### src/rtl/store_ex_controller.sv
// Purpose     : drains result rows of tile C from the output buffer into memory (write beats).
// Latency     : first address issued in the start cycle, first beat >= 1 cycle later, then 1 row/cycle.
// Backpressure: stalls indefinitely while out_buff_valid (or mem_ready) is low; aborts when can_store drops.
//
// Optional feature macro: STORE_MEM_READY_EN
//   defined   -> adds input mem_ready; a beat additionally requires mem_ready=1.
//   undefined -> no mem_ready port; the memory interface is treated as always ready.
//
// Ports
//   clk, rst                 clock; asynchronous active-high reset
//   can_store                load/execute FSM grants the shared memory interface to this block
//   tile_C_addr/_stride      row-0 address and row stride of tile C (sampled at start)
//   msize / nsize            row count / elements per row (sampled at start)
//   out_buff_valid           output buffer holds at least one complete row
//   out_buff_read            pop one row from the output buffer
//   gen_addr_store           load the address generator with next_row_addr_store
//   next_row_addr_store      next row address for the address generator
//   interface_en_store       memory interface beat enable
//   interface_control_store  beat length (latched nsize)
//   interface_rdwr_store     1 = write, only together with interface_en_store
//   mem_ready                (STORE_MEM_READY_EN only) memory interface can accept a beat
//   done_store               final row write issued this cycle
//   busy_store               controller is not idle
module store_ex_controller #(
    parameter int ADDR_W = 32,
    parameter int SIZE_W = 5
) (
    input  logic              clk,
    input  logic              rst,
    input  logic              can_store,
    input  logic [ADDR_W-1:0] tile_C_addr,
    input  logic [ADDR_W-1:0] tile_C_stride,
    input  logic [SIZE_W-1:0] msize,
    input  logic [SIZE_W-1:0] nsize,
    input  logic              out_buff_valid,
    output logic              out_buff_read,
    output logic              gen_addr_store,
    output logic [ADDR_W-1:0] next_row_addr_store,
    output logic              interface_en_store,
    output logic [SIZE_W-1:0] interface_control_store,
    output logic              interface_rdwr_store,
`ifdef STORE_MEM_READY_EN
    input  logic              mem_ready,
`endif
    output logic              done_store,
    output logic              busy_store
);

    typedef enum logic {
        IDLE  = 1'b0,
        WRITE = 1'b1
    } state_t;

    state_t            state_q, state_d;
    logic [SIZE_W-1:0] row_cnt_q, row_cnt_d;
    logic [ADDR_W-1:0] row_addr_q, row_addr_d;
    logic [SIZE_W-1:0] m_q, m_d;
    logic [SIZE_W-1:0] n_q, n_d;
    logic [ADDR_W-1:0] stride_q, stride_d;

    logic              mem_rdy;
    logic              beat;
    logic [SIZE_W-1:0] row_cnt_inc;
    logic              last_row;
    logic [ADDR_W-1:0] row_addr_nxt;

    // Unregistered versions of the outputs; gated by rst below so nothing
    // leaks out combinationally while reset is held.
    logic              read_c;
    logic              gen_c;
    logic [ADDR_W-1:0] addr_c;
    logic              en_c;
    logic [SIZE_W-1:0] ctrl_c;
    logic              rdwr_c;
    logic              done_c;

`ifdef STORE_MEM_READY_EN
    assign mem_rdy = mem_ready;
`else
    assign mem_rdy = 1'b1;
`endif

    // An empty tile (m_q == 0) never beats; it finishes with a bare done pulse.
    assign beat         = (state_q == WRITE) && can_store && out_buff_valid && mem_rdy && (m_q != '0);
    // Compare stays SIZE_W wide: with msize = 2^SIZE_W-1 the last increment still fits.
    assign row_cnt_inc  = row_cnt_q + 1'b1;
    assign last_row     = (row_cnt_inc == m_q);
    // Address arithmetic wraps modulo 2^ADDR_W by construction.
    assign row_addr_nxt = row_addr_q + stride_q;

    always_ff @(posedge clk or posedge rst) begin
        if (rst) begin
            state_q    <= IDLE;
            row_cnt_q  <= '0;
            row_addr_q <= '0;
            m_q        <= '0;
            n_q        <= '0;
            stride_q   <= '0;
        end else begin
            state_q    <= state_d;
            row_cnt_q  <= row_cnt_d;
            row_addr_q <= row_addr_d;
            m_q        <= m_d;
            n_q        <= n_d;
            stride_q   <= stride_d;
        end
    end

    always_comb begin
        state_d    = state_q;
        row_cnt_d  = row_cnt_q;
        row_addr_d = row_addr_q;
        m_d        = m_q;
        n_d        = n_q;
        stride_d   = stride_q;

        read_c     = 1'b0;
        gen_c      = 1'b0;
        addr_c     = '0;
        en_c       = 1'b0;
        ctrl_c     = '0;
        rdwr_c     = 1'b0;
        done_c     = 1'b0;

        case (state_q)
            IDLE: begin
                if (can_store) begin
                    // Sample the tile configuration and hand row 0's address to
                    // the generator in this same cycle.
                    m_d        = msize;
                    n_d        = nsize;
                    stride_d   = tile_C_stride;
                    row_addr_d = tile_C_addr;
                    row_cnt_d  = '0;
                    gen_c      = 1'b1;
                    addr_c     = tile_C_addr;
                    state_d    = WRITE;
                end
            end

            WRITE: begin
                if (!can_store) begin
                    // Interface taken away: abandon the tile without done.
                    state_d = IDLE;
                end else if (m_q == '0) begin
                    done_c  = 1'b1;
                    state_d = IDLE;
                end else if (beat) begin
                    en_c      = 1'b1;
                    rdwr_c    = 1'b1;
                    ctrl_c    = n_q;
                    read_c    = 1'b1;
                    row_cnt_d = row_cnt_inc;
                    if (last_row) begin
                        done_c  = 1'b1;
                        state_d = IDLE;
                    end else begin
                        // Pre-load the generator with the following row's address.
                        gen_c      = 1'b1;
                        addr_c     = row_addr_nxt;
                        row_addr_d = row_addr_nxt;
                    end
                end
            end

            default: begin
                state_d = IDLE;
            end
        endcase
    end

    assign out_buff_read           = read_c & ~rst;
    assign gen_addr_store          = gen_c & ~rst;
    assign next_row_addr_store     = rst ? '0 : addr_c;
    assign interface_en_store      = en_c & ~rst;
    assign interface_control_store = rst ? '0 : ctrl_c;
    assign interface_rdwr_store    = rdwr_c & ~rst;
    assign done_store              = done_c & ~rst;
    assign busy_store              = (state_q == WRITE) & ~rst;

endmodule

### config.mk
export PLATFORM = sky130hd
export DESIGN_NAME = store_ex_controller
export DESIGN_NICKNAME = d
export VERILOG_FILES = /design/src/rtl/store_ex_controller.sv
export SDC_FILE = /design/constraint.sdc
export NUM_CORES = 1
export LEC_CHECK = 0
export BUFFER_PORTS_ARGS = -buffer_cell sky130_fd_sc_hd__buf_2
export CAP_MARGIN = 20
export CORE_UTILIZATION = 55
export CTS_CLUSTER_DIAMETER = 40
export CTS_CLUSTER_SIZE = 12
export DETAILED_ROUTE_END_ITERATION = 12
export PLACE_DENSITY = 0.92
export SYNTH_ARGS = -nofsm -noshare
export SYNTH_HDL_FRONTEND = slang
export SYNTH_SLANG_ARGS = --single-unit
### constraint.sdc
create_clock -name clk -period 3.9 [get_ports clk]
set_input_delay 0.195 -clock clk [delete_from_list [all_inputs] [get_ports clk]]
set_output_delay 0.195 -clock clk [all_outputs]
set_load 0.1 [all_outputs]
==> results of run 1 <==
-- metrics by stage --
step / setup slack, ns / instances / cell area [um^2] / utilization
after floorplan: 0.002244 / 695 / 5604 / -
after detailed placement: 0.5815 / 917 / 6599 / 0.6720
final: 0.1825 / 935 / 6867 / 0.6993
after CTS: 0.1800 / 933 / 6819 / 0.6944
after global placement: 0.6472 / 917 / 6599 / 0.6720
after global routing: 0.08991 / 935 / 6867 / 0.6993
-- sequential cells by signal, summed over array words and instances (netlist names) --
signal      count
row_addr_q     32
n_q             5
row_cnt_q       5
m_q             5
stride_q       32
state_q         1
-- layer usage --
layer | wire, um | up-vias
li1 | - | 2635
met1 | 6314 | 2506
met2 | 7195 | 246
met3 | 1062 | 47
met4 | 544 | 0
met5 | 0 | -
-- logic make-up after synthesis --
family	Yosys count	share of synthesized area
buffers and inverters	50	0.03633
AOI/OAI and AO/OA	198	0.2384
xor gates and xnor gates	35	0.05494
adders and majority gates	33	0.07535
muxes	11	0.01974
DFF	80	0.3588
and+or+nand+nor	288	0.2164
-- cell usage in the layout, fill, tap and decap left out, types with 5 or more instances in the layout --
cell and count:
sky130_fd_sc_hd__a211oi_1 5, sky130_fd_sc_hd__a21o_1 11, sky130_fd_sc_hd__a21oi_1 53, sky130_fd_sc_hd__a22o_1 12
sky130_fd_sc_hd__and2_1 9, sky130_fd_sc_hd__buf_12 22, sky130_fd_sc_hd__buf_2 99, sky130_fd_sc_hd__buf_4 9
sky130_fd_sc_hd__clkbuf_8 9, sky130_fd_sc_hd__dfrtp_1 80, sky130_fd_sc_hd__ha_1 32, sky130_fd_sc_hd__inv_1 9
sky130_fd_sc_hd__mux2i_1 11, sky130_fd_sc_hd__nand2_1 185, sky130_fd_sc_hd__nand3_1 11, sky130_fd_sc_hd__nand4_1 7
sky130_fd_sc_hd__nor2_1 45, sky130_fd_sc_hd__nor2b_1 11, sky130_fd_sc_hd__nor3_1 7, sky130_fd_sc_hd__o21a_1 7
sky130_fd_sc_hd__o21ai_0 36, sky130_fd_sc_hd__o21ai_1 10, sky130_fd_sc_hd__o22ai_1 12, sky130_fd_sc_hd__o31ai_1 9
sky130_fd_sc_hd__xnor2_1 23, sky130_fd_sc_hd__xor2_1 12
-- power groups by stage --
stage	clock [uW]	sequential (uW)	combinational [uW]
3_3_place_gp	0	1290	3090
6_report	690	1300	3220
3_5_place_dp	0	1310	3150
4_1_cts	700	1290	3180
2_1_floorplan	0	1240	2490
5_1_grt	732	1320	3550
-- final cells by class --
type	instances	area (um^2)	share of cell area
multi-input cells	565	3406	0.4960
repair buffers	131	1031	0.1501
clock buffers	9	123.9	0.01804
clock inverters	7	96.34	0.01403
inverters	10	41.29	0.006013
flip-flops and latches	80	2002	0.2915
well taps	133	166.4	0.02423
-- how the worst max path moves through the flow --
stage                        from                          to  slack [ns]  cells past startpoint
CTS                 row_addr_q[0]     next_row_addr_store[30]        0.18                     10
floorplan                     rst  interface_control_store[0]       0.002                      4
global route        row_addr_q[1]     next_row_addr_store[27]        0.09                      9
finish              row_addr_q[0]     next_row_addr_store[30]        0.18                     10
global placement    row_addr_q[0]     next_row_addr_store[30]        0.65                     10
detailed placement  row_addr_q[0]     next_row_addr_store[30]        0.58                     10
-- worst min-delay path: stages --
cell and delay [ns]:
sky130_fd_sc_hd__buf_2 0.12, sky130_fd_sc_hd__clkinvlp_4 0.08, sky130_fd_sc_hd__buf_4 0.42
==> impl_summary.log, run 1 <==
INFO  metric post_synthesis_cells = 695
INFO  metric largest_net_degree_at_the_start_of_global_routing = 81
INFO  metric synth_top_area_frac = 0.3588
INFO  metric asyncSetResetFlopFracSynth = 1.000
INFO  metric timing.critical_path.slowest_stage_cell = sky130_fd_sc_hd__fa_1
INFO  metric p_int = 2656 uW
INFO  metric drtIter0Drc = 346
INFO  metric power_leakage = 0.003400 uW
INFO  metric worst-setup-path-type = reg2out
INFO  metric critical_path_peak_fanout = 4
INFO  metric drt-wirelength-per-cell = 16.17 um
INFO  metric critical_path.n_buffers_inverters = 1
INFO  metric max_slew.worst_pin.slew = 1.014 ns
INFO  metric mappedNetlistArea = 0.005579 mm^2
INFO  metric synth_fp_nets = 806
INFO  metric power.clock.fraction = 0.132
INFO  metric chipWidth = 102.7 um
INFO  metric post_route_cells_drive_above_1_share = 0.2057
INFO  metric route.detailed.vias_per_inst = 5.812
INFO  metric synth.yosys.warnings = 0
INFO  metric timing.critical_path.required = 3.70 ns
INFO  metric fp.dieArea = 0.01055 mm^2
INFO  metric floorplan.core_area = 0.009819 mm^2
INFO  metric maxCapViolCount = 0
INFO  metric ir_drop = 0.3663 mV
INFO  metric synth_seq_cells = 80
INFO  metric reg2reg_slack = 0.82 ns
INFO  metric post_synth.cell_area_avg = 8.027 um^2
INFO  metric max_freq = 269.0 MHz
INFO  metric tritoncts_clock_tree = yes
INFO  metric regToRegEndpoint = row_addr_q[30]
INFO  metric global_route.usage.met3 = 0.06102
INFO  metric io-pin-count = 121
INFO  metric report.final.hold_viol_count = 0
INFO  metric powerDensity = 758.4 mW/mm^2
INFO  metric yosysMostFrequentCell = sky130_fd_sc_hd__nand2_1
INFO  metric fin_setup_tns = 0 ns
INFO  metric timing.critical_path.cells = ha_1 > fa_1 > a211o_1 > a211oi_4 > o21ai_2 > a211o_2 > o211a_1 > o21a_1 > o31ai_4 > buf_12
INFO  metric cts_made_buffers = 9
INFO  metric power_switching_share = 0.4900
INFO  metric cts_max_level = 3
INFO  metric setup_violations = 0
INFO  metric top_usage_layer = met2
INFO  metric groute.layer.met2.usage = 0.5067
INFO  metric track_usage = 0.3030
INFO  metric globalRoute.totalOverflow = 0
INFO  metric worstHoldPathType = in2async
INFO  metric timing.final.crit_period = 3.718 ns
INFO  metric post_cts_hold_buffer_count = 0
INFO  metric number_of_vias_after_detailed_routing = 5434
INFO  metric layout.filler_cells = 802
INFO  metric cts_buffer_depth = 2
INFO  metric ys.flop_type = sky130_fd_sc_hd__dfrtp_1
INFO  metric cp_data_arrival_time = 3.52 ns
INFO  metric fin_crit_sh = 0.9532
INFO  metric yosys-top-cells-count = 185 x sky130_fd_sc_hd__nand2_1, 80 x sky130_fd_sc_hd__dfrtp_1, 53 x sky130_fd_sc_hd__a21oi_1
INFO  metric post_cts_resize_count = 0
INFO  metric cts_setup_buffers = 0
INFO  metric cts.clk_slew.worst_paths = 0.09 ns
INFO  metric fp-row-count = 36
INFO  metric power = 5207 uW
INFO  metric nNetsFinal = 908
INFO  metric place_congestion = 0.9591
INFO  metric worst_skew_pair.late_latency = 0.37 ns
INFO  metric timing.critical_path.from_type = flip-flop
INFO  metric firstDrtPassIters = 5
INFO  metric antenna_violations_before_repair = 0
INFO  metric vias_in_the_first_global_route = 5325
INFO  metric grt_util_met1 = 0.3777
INFO  metric netlist_top_cells_area = sky130_fd_sc_hd__dfrtp_1 36%, sky130_fd_sc_hd__nand2_1 12%, sky130_fd_sc_hd__ha_1 7.2%, sky130_fd_sc_hd__a21oi_1 4.8%, sky130_fd_sc_hd__o21ai_0 4.0%
INFO  metric wire_length_of_the_first_global_routing_pass = 24.58 mm
INFO  metric worst_r2r_path_depth = 9
INFO  metric final_antenna_net_count = 0
INFO  metric yosysTopAreaCell = sky130_fd_sc_hd__dfrtp_1
INFO  metric port_buffers = 120
INFO  metric fin_skew = 0.01206 ns
INFO  metric layout-area-overhead-vs-synth = 23.08%
INFO  metric worst_r2r_startpoint = row_addr_q[0]
INFO  metric insertedDiodeCount = 0
INFO  metric kind_of_cell_with_the_highest_combined_delay_on_the_critical_path = compound AO/OA/AOI/OAI gates
INFO  metric share_comb_of_total_power = 0.619
INFO  metric start_util = 0.5682
INFO  metric clk_root_buffer_cell = sky130_fd_sc_hd__clkbuf_8
INFO  metric outcome = complete, no violations
INFO  metric drcViolationCount = 0
INFO  metric die_y = 102.7 um
INFO  metric synth-edff-count = 0
INFO  metric power_switching = 2552 uW
INFO  metric grt_setup_unrepaired = false
INFO  metric slowest_cell_delay_on_critical_path = 0.43 ns
INFO  metric wirelength = 15.12 mm
INFO  metric cts.sinks = 80
INFO  metric dp.final_hpwl = 11.04 mm
INFO  metric slew_viol_final = 0
INFO  metric worst_slew_margin_rel = 0.3223
INFO  metric holdWs = 0.01190 ns
INFO  metric synth-seq-area-share = 0.3588
INFO  metric critPathCaptureType = primary output
INFO  metric synth_cell_types = 61
INFO  metric p_seq_frac = 0.249
No activity file was read; power rests on OpenSTA's default activity.
==> run 2: changes to the inputs <==
ABC_AREA = 1   (was default)
PLACE_DENSITY = 0.9   (was 0.92)
==> impl_summary.log, run 2 <==
INFO  metric adder_cell_share_of_the_synthesized_area = 0.06591 (-0.009445)
INFO  metric synth-edff-count = 0 (unchanged)
INFO  metric cts.clk_slew.worst_paths = 0.06 ns (-0.03 ns)
INFO  metric reg2reg_slack = 1.27 ns (+0.45 ns)
INFO  metric finalCoreUtilization = 0.6800 (-0.01925)
INFO  metric synth_xor_area_frac = 0.01236 (-0.04259)
INFO  metric die_y = 109.7 um (+6.8%)
INFO  metric yosys-top-cells-count = 324 x sky130_fd_sc_hd__nand2_1, 145 x sky130_fd_sc_hd__inv_1, 91 x sky130_fd_sc_hd__nand3_1
INFO  metric synth_top_area_frac = 0.3138 (-0.04498)
INFO  metric synth_seq_cells = 80 (unchanged)
INFO  metric chipWidth = 109.7 um (+6.8%)
INFO  metric fp.dieArea = 0.01203 mm^2 (+14%)
INFO  metric cts_max_level = 3 (unchanged)
INFO  metric layout-area-overhead-vs-synth = 18.11%
INFO  metric post_synth_mux_area_share = 0.06355 (+0.04382)
INFO  metric timing.final.crit_period = 3.357 ns (-0.3604 ns)
INFO  metric mappedNetlistArea = 0.006379 mm^2 (+14%)
INFO  metric grt_setup_unrepaired = false
INFO  metric max_freq = 297.9 MHz (+11%)
INFO  metric setup_violations = 0 (unchanged)
INFO  metric critical_path_peak_fanout = 24 (+20)
INFO  metric worst_r2r_startpoint = row_cnt_q[0]
INFO  metric cp_data_arrival_time = 3.16 ns (-0.36 ns)
INFO  metric violations = negative hold slack
INFO  metric ir_drop = 0.4351 mV (+19%)
INFO  metric fp-row-count = 38 (+5.6%)
INFO  metric post_synthesis_cells = 958 (+38%)
INFO  metric route.detailed.vias_per_inst = 5.331 (-8.3%)
INFO  metric timing.critical_path.from_type = flip-flop
INFO  metric antenna_violations_before_repair = 0 (unchanged)
INFO  metric firstDrtPassIters = 5 (unchanged)
INFO  metric maxCapViolCount = 0 (unchanged)
INFO  metric worstHoldPathType = in2async
INFO  metric start_util = 0.5758 (+0.007615)
INFO  metric post_route_cells_drive_above_1_share = 0.1916 (-0.01415)
INFO  metric largest_net_degree_at_the_start_of_global_routing = 55 (-32%)
INFO  metric grt_util_met1 = 0.4225 (+0.04479)
INFO  metric max_slew.worst_pin.slew = 0.7188 ns (-0.2953 ns)
INFO  metric slew_viol_final = 0 (unchanged)
INFO  metric worst-setup-path-type = reg2out
INFO  metric globalRoute.totalOverflow = 0 (unchanged)
INFO  metric wirelength = 17.52 mm (+16%)
INFO  metric netlist_top_cells_area = sky130_fd_sc_hd__dfrtp_1 31%, sky130_fd_sc_hd__nand2_1 19%, sky130_fd_sc_hd__inv_1 8.5%, sky130_fd_sc_hd__nand3_1 7.1%, sky130_fd_sc_hd__mux2_2 6.4%
INFO  metric timing.critical_path.required = 3.70 ns (about the same)
INFO  metric groute.layer.met2.usage = 0.5094 (+0.002767)
INFO  metric vias_in_the_first_global_route = 6054 (+14%)
INFO  metric worst_skew_pair.late_latency = 0.35 ns (-0.02 ns)
INFO  metric place_congestion = 0.9900 (+3.2%)
INFO  metric fin_setup_tns = 0 ns (unchanged)
INFO  metric cts_buffer_depth = 2 (unchanged)
INFO  metric tritoncts_clock_tree = yes
INFO  metric report.final.hold_viol_count = 1 (+1)
INFO  metric largest_registers = row_addr_q x32, stride_q x32
INFO  metric synth_top_family_by_area = simple AND/OR/NAND/NOR gates
INFO  metric global_route.usage.met3 = 0.05809 (-0.002926)
INFO  metric port_buffers = 120 (unchanged)
INFO  metric placed_cells = 1194 (+30%)
INFO  metric yosysTopAreaCell = sky130_fd_sc_hd__dfrtp_1
INFO  metric final_antenna_net_count = 0 (unchanged)
INFO  metric most_used_cells_in_the_layout_excluding_fill_and_tap_cells = 323 x sky130_fd_sc_hd__nand2_1, 144 x sky130_fd_sc_hd__inv_1, 109 x sky130_fd_sc_hd__buf_2
INFO  metric post_synth.cell_area_avg = 6.658 um^2 (-17%)
INFO  metric io-pin-count = 121 (unchanged)
INFO  metric floorplan.core_area = 0.01108 mm^2 (+13%)
INFO  metric post_cts_resize_count = 0 (unchanged)
INFO  metric worst_r2r_path_depth = 13 (+4)
INFO  metric setup_slack = 0.5428 ns (+0.3604 ns)
INFO  metric wire_length_of_the_first_global_routing_pass = 28.86 mm (+17%)
INFO  metric synth_fp_nets = 1069 (+33%)
INFO  metric holdWs = -0.002141 ns (-0.01404 ns)
INFO  metric synth-simple-area-share = 0.3546 (+0.1382)
INFO  metric power_leakage = 0.004298 uW (+26%)
INFO  metric synth_compound_gate_area_share = 0.07670 (-0.1617)
INFO  metric layout.cells.most_common = sky130_fd_sc_hd__nand2_1
INFO  metric post_cts_hold_buffer_count = 0 (unchanged)
INFO  metric fin_skew = 0.01271 ns (+0.0006469 ns)
INFO  metric drt-wirelength-per-cell = 14.48 um (-10%)
INFO  metric ys.flop_type = sky130_fd_sc_hd__dfrtp_1
INFO  metric drcViolationCount = 0 (unchanged)
INFO  metric synth_cell_types = 34 (-44%)
INFO  metric track_usage = 0.3137 (+0.01065)
INFO  metric synth-seq-area-share = 0.3138 (-0.04498)
INFO  metric fin_crit_sh = 0.8608 (-0.09240)
INFO  metric powerDensity = 551.2 mW/mm^2 (-27%)
INFO  metric insertedDiodeCount = 0 (unchanged)
INFO  metric dp_slack = 0.9513 ns (+0.3698 ns)
INFO  metric cts_made_buffers = 9 (unchanged)
INFO  metric final_cell_count_no_fill = 1210 (+29%)
INFO  metric cts.sinks = 80 (unchanged)
INFO  metric asyncSetResetFlopFracSynth = 1.000 (unchanged)
INFO  metric worst_slew_margin_rel = 0.5203 (+0.1980)
INFO  metric cts_setup_buffers = 0 (unchanged)
INFO  metric number_of_vias_after_detailed_routing = 6450 (+19%)
INFO  metric clk_root_buffer_cell = sky130_fd_sc_hd__clkbuf_16
INFO  metric drtIter0Drc = 446 (+29%)
INFO  metric yosysMostFrequentCell = sky130_fd_sc_hd__nand2_1
INFO  metric top_usage_layer = met2
INFO  metric dp.final_hpwl = 13.40 mm (+21%)
INFO  metric regToRegEndpoint = row_addr_q[8]
INFO  metric nNetsFinal = 1177 (+30%)
INFO  metric outcome = finished, violations left
INFO  metric synth.yosys.warnings = 0 (unchanged)
INFO  metric critPathCaptureType = primary output
[run 2: how the worst max path moves through the flow]
stage / from / endpoint / slack (ns)
6_report: row_cnt_q[0] / next_row_addr_store[31] / 0.54
5_1_grt: row_cnt_q[0] / next_row_addr_store[31] / 0.31
4_1_cts: row_cnt_q[0] / next_row_addr_store[31] / 0.55
3_5_place_dp: row_cnt_q[0] / next_row_addr_store[31] / 0.95
3_3_place_gp: row_cnt_q[0] / next_row_addr_store[31] / 1.05
2_1_floorplan: row_addr_q[2] / next_row_addr_store[31] / 0.04
[run 2: cell type report]
class,count,area (um^2)
Sequential cell,80,2002
Tap cell,140,175.2
Fill cell,982,3545
Clock buffer,9,225.2
Multi-Input combinational cell,699,3664
Clock inverter,6,68.82
Timing Repair Buffer,127,838.3
Inverter,149,560.5
[run 2: critical path: stages, from the launching register on]
cell and delay, ns:
sky130_fd_sc_hd__dfrtp_1 0.42, sky130_fd_sc_hd__ha_1 0.27, sky130_fd_sc_hd__inv_1 0.08, sky130_fd_sc_hd__nand2_1 0.06
sky130_fd_sc_hd__nand2_1 0.08, sky130_fd_sc_hd__nand2_1 0.05, sky130_fd_sc_hd__nand2_1 0.05, sky130_fd_sc_hd__nand2_1 0.05
sky130_fd_sc_hd__nor2_2 0.08, sky130_fd_sc_hd__nand3_2 0.34, sky130_fd_sc_hd__nand2_4 0.42, sky130_fd_sc_hd__nor2_4 0.06
sky130_fd_sc_hd__inv_2 0.35, sky130_fd_sc_hd__o21ai_0 0.17, sky130_fd_sc_hd__buf_2 0.31
[run 2: cells by family (layout without fill, tap and decap cells)]
kind of cell | Yosys count | after routing
compound gates | 86 | 86
xor+xnor | 9 | 9
fa+ha+maj | 33 | 33
buf+inv | 179 | 291
flops | 80 | 80
mux | 36 | 36
simple gates | 535 | 535
[run 2: metal layers]
metal | vias to the layer above | wire length, um
li1 | 3258 | -
met1 | 2931 | 8032
met2 | 234 | 8017
met3 | 27 | 1121
met4 | 0 | 344
met5 | - | 0
[run 2: through the flow]
stage	power, uW	instance area (um^2)
after floorplan	2734	6379
final	4153	7533
after CTS	4127	7506
after detailed placement	3255	7212
after global routing	4471	7533
after global placement	3209	7212
[run 2: report_power, final]
| group | leakage (uW) | total [uW] | switching, uW | internal [uW] |
|---|---|---|---|---|
| combinational | 0.00321 | 2180 | 1460 | 728 |
| clock | 0.000142 | 857 | 362 | 496 |
| sequential | 0.000950 | 1110 | 114 | 997 |
| total | 0.00430 | 4150 | 1930 | 2220 |
==> run 3: changes to the inputs <==
MAX_ROUTING_LAYER = met4   (was default)
==> impl_summary.log, run 3 (synthesis gave the netlist of run 2 again) <==
INFO  metric outcome = complete, no violations
INFO  metric cts_buffer_depth = 2 (unchanged)
INFO  metric critical_path.n_buffers_inverters = 3 (unchanged)
INFO  metric dp_slack = 0.9715 ns (+0.02016 ns)
INFO  metric slowest_cell_delay_on_critical_path = 0.42 ns (about the same)
INFO  metric floorplan.core_area = 0.01108 mm^2 (unchanged)
INFO  metric cts.clk_slew.worst_paths = 0.06 ns (about the same)
INFO  metric insertedDiodeCount = 0 (unchanged)
INFO  metric die_y = 109.7 um (unchanged)
INFO  metric vias_in_the_first_global_route = 6138 (+1.4%)
INFO  metric fin_crit_sh = 0.8668 (+0.005956)
INFO  metric timing.critical_path.from_type = flip-flop
INFO  metric io-pin-count = 121 (unchanged)
INFO  metric worst_r2r_startpoint = row_cnt_q[0]
INFO  metric timing.final.crit_period = 3.380 ns (+0.02323 ns)
INFO  metric holdWs = 0.07708 ns (+0.07922 ns)
INFO  metric nNetsFinal = 1176 (-0.085%)
INFO  metric fin_skew = 0.008925 ns (-0.003787 ns)
INFO  metric worst_skew_pair.late_latency = 0.35 ns (about the same)
INFO  metric path_common_cell = sky130_fd_sc_hd__nand2_1
INFO  metric antenna_violations_before_repair = 0 (unchanged)
INFO  metric grt_setup_unrepaired = false
INFO  metric dp.final_hpwl = 13.57 mm (+1.3%)
INFO  metric drt-wirelength-per-cell = 15.09 um (+4.2%)
INFO  metric final_antenna_net_count = 0 (unchanged)
INFO  metric wire_length_of_the_first_global_routing_pass = 29.30 mm (+1.5%)
INFO  metric post_cts_resize_count = 0 (unchanged)
INFO  metric post_cts_hold_buffer_count = 0 (unchanged)
INFO  metric power = 4218 uW (+1.6%)
INFO  metric worstHoldStart = msize[3]
INFO  metric setup_violations = 0 (unchanged)
INFO  metric number_of_vias_after_detailed_routing = 6529 (+1.2%)
INFO  metric timing.critical_path.slowest_stage_cell = sky130_fd_sc_hd__dfrtp_1
INFO  metric ir_drop = 0.4096 mV (-5.9%)
INFO  metric timing.critical_path.required = 3.70 ns (about the same)
INFO  metric min_delay_worst_endpoint = m_q[3]
INFO  metric drcViolationCount = 0 (unchanged)
INFO  metric cts_made_buffers = 9 (unchanged)
INFO  metric report.final.hold_viol_count = 0 (-1)
INFO  metric drtIter0Drc = 480 (+7.6%)
INFO  metric layout.filler_cells = 1006 (+2.4%)
INFO  metric seq_area = 0.002002 mm^2 (unchanged)
INFO  metric critical_path_peak_fanout = 23 (-4.2%)
INFO  metric layout.cells.most_common = sky130_fd_sc_hd__nand2_1
INFO  metric cp_data_arrival_time = 3.19 ns (+0.03 ns)
INFO  metric powerDensity = 560.5 mW/mm^2 (+1.7%)
INFO  metric cts_max_level = 3 (unchanged)
INFO  metric worstHoldPathType = in2reg
INFO  metric place_congestion = 0.9845 (-0.56%)
INFO  metric max_slew.worst_pin.slew = 0.9530 ns (+0.2342 ns)
INFO  metric max_freq = 295.8 MHz (-0.69%)
INFO  metric track_usage = 0.3276 (+0.01389)
INFO  metric largest_registers = row_addr_q x32, stride_q x32
INFO  metric chipWidth = 109.7 um (unchanged)
INFO  metric cts_setup_buffers = 0 (unchanged)
INFO  metric cts.sinks = 80 (unchanged)
INFO  metric globalRoute.totalOverflow = 0 (unchanged)
INFO  metric fin_setup_tns = 0 ns (unchanged)
INFO  metric most_used_cells_in_the_layout_excluding_fill_and_tap_cells = 323 x sky130_fd_sc_hd__nand2_1, 144 x sky130_fd_sc_hd__inv_1, 109 x sky130_fd_sc_hd__buf_2
INFO  metric reg2reg_slack = 1.28 ns (about the same)
INFO  metric power_leakage = 0.004293 uW (-0.11%)
INFO  metric tritoncts_clock_tree = yes
INFO  metric fp.dieArea = 0.01203 mm^2 (unchanged)
INFO  metric post_route_cells_drive_above_1_share = 0.1897 (-0.001869)
INFO  metric setup_slack = 0.5196 ns (-0.02323 ns)
INFO  metric layout-area-overhead-vs-synth = 17.99% (about the same)
INFO  metric maxCapViolCount = 0 (unchanged)
INFO  metric largest_net_degree_at_the_start_of_global_routing = 58 (+5.5%)
INFO  metric start_util = 0.5758 (unchanged)
INFO  metric worst-setup-path-type = reg2out
INFO  metric worst_r2r_path_depth = 13 (unchanged)
INFO  metric firstDrtPassIters = 8 (+3)
INFO  metric worstHoldPathCells = 2
INFO  metric critPathCaptureType = primary output
INFO  metric wirelength = 18.26 mm (+4.2%)
INFO  metric multi_input_area = 0.003664 mm^2 (unchanged)
INFO  metric route.detailed.vias_per_inst = 5.396 (+1.2%)
INFO  metric port_buffers = 120 (unchanged)
INFO  metric regToRegEndpoint = row_addr_q[7]
INFO  metric timing.critical_path.cells = ha_1 > inv_1 > nand2_1 > nand2_1 > nand2_1 > nand2_1 > nand2_1 > nor2_2 > nand3_2 > nand2_4 > nor2_4 > inv_2 > o21ai_0 > buf_2
INFO  metric fp-row-count = 38 (unchanged)
INFO  metric kind_of_cell_with_the_highest_combined_delay_on_the_critical_path = simple AND/OR/NAND/NOR gates
INFO  metric clk_root_buffer_cell = sky130_fd_sc_hd__clkbuf_16
INFO  metric worst_slew_margin_rel = 0.3639 (-0.1564)
INFO  metric slew_viol_final = 0 (unchanged)
run 3: changes by cell type in the layout (fill, tap and decap cells not counted), sizes merged:
cell    before  now
buf        127  126
bufinv       1    2
clkbuf       9   11
clkinv       4    3
inv        149  148
run 3: power by group:
group	total (uW)	internal [uW]	switching, uW
clock	913	561	352
sequential	1110	998	111
combinational	2200	724	1470
run 3: worst max-delay path by stage:
| stage | startpoint | to | slack (ns) | cells past startpoint |
|---|---|---|---|---|
| floorplan | row_addr_q[2] | next_row_addr_store[31] | 0.04 | 11 |
| global route | row_cnt_q[0] | next_row_addr_store[31] | 0.28 | 14 |
| detailed placement | row_cnt_q[0] | next_row_addr_store[31] | 0.97 | 14 |
| CTS | row_cnt_q[0] | next_row_addr_store[31] | 0.56 | 14 |
| global placement | row_cnt_q[0] | next_row_addr_store[31] | 1.06 | 13 |
| finish | row_cnt_q[0] | next_row_addr_store[31] | 0.52 | 14 |
run 3: metal layers:
| layer | vias to the layer above | global-route usage | share of wire |
|---|---|---|---|
| met5 | - | - | 0 |
| met4 | 0 | 0.09524 | 0.018 |
| met3 | 29 | 0.04564 | 0.061 |
| met2 | 248 | 0.5404 | 0.47 |
| met1 | 2999 | 0.4198 | 0.45 |
| li1 | 3253 | - | - |
run 3: cell type report:
cell class              instances  area share
flip-flops and latches         80      0.2660
multi-input cells             699      0.4868
repair buffers                126      0.1077
clock inverters                 5     0.01081
well taps                     140     0.02328
inverters                     149     0.07448
clock buffers                  11     0.03092
run 3: metrics by stage:
stage	instances	cell area [um^2]	utilization
floorplan	958	6379	-
global placement	1194	7212	0.6510
detailed placement	1194	7212	0.6510
CTS	1210	7526	0.6794
global route	1210	7526	0.6794
finish	1210	7526	0.6794
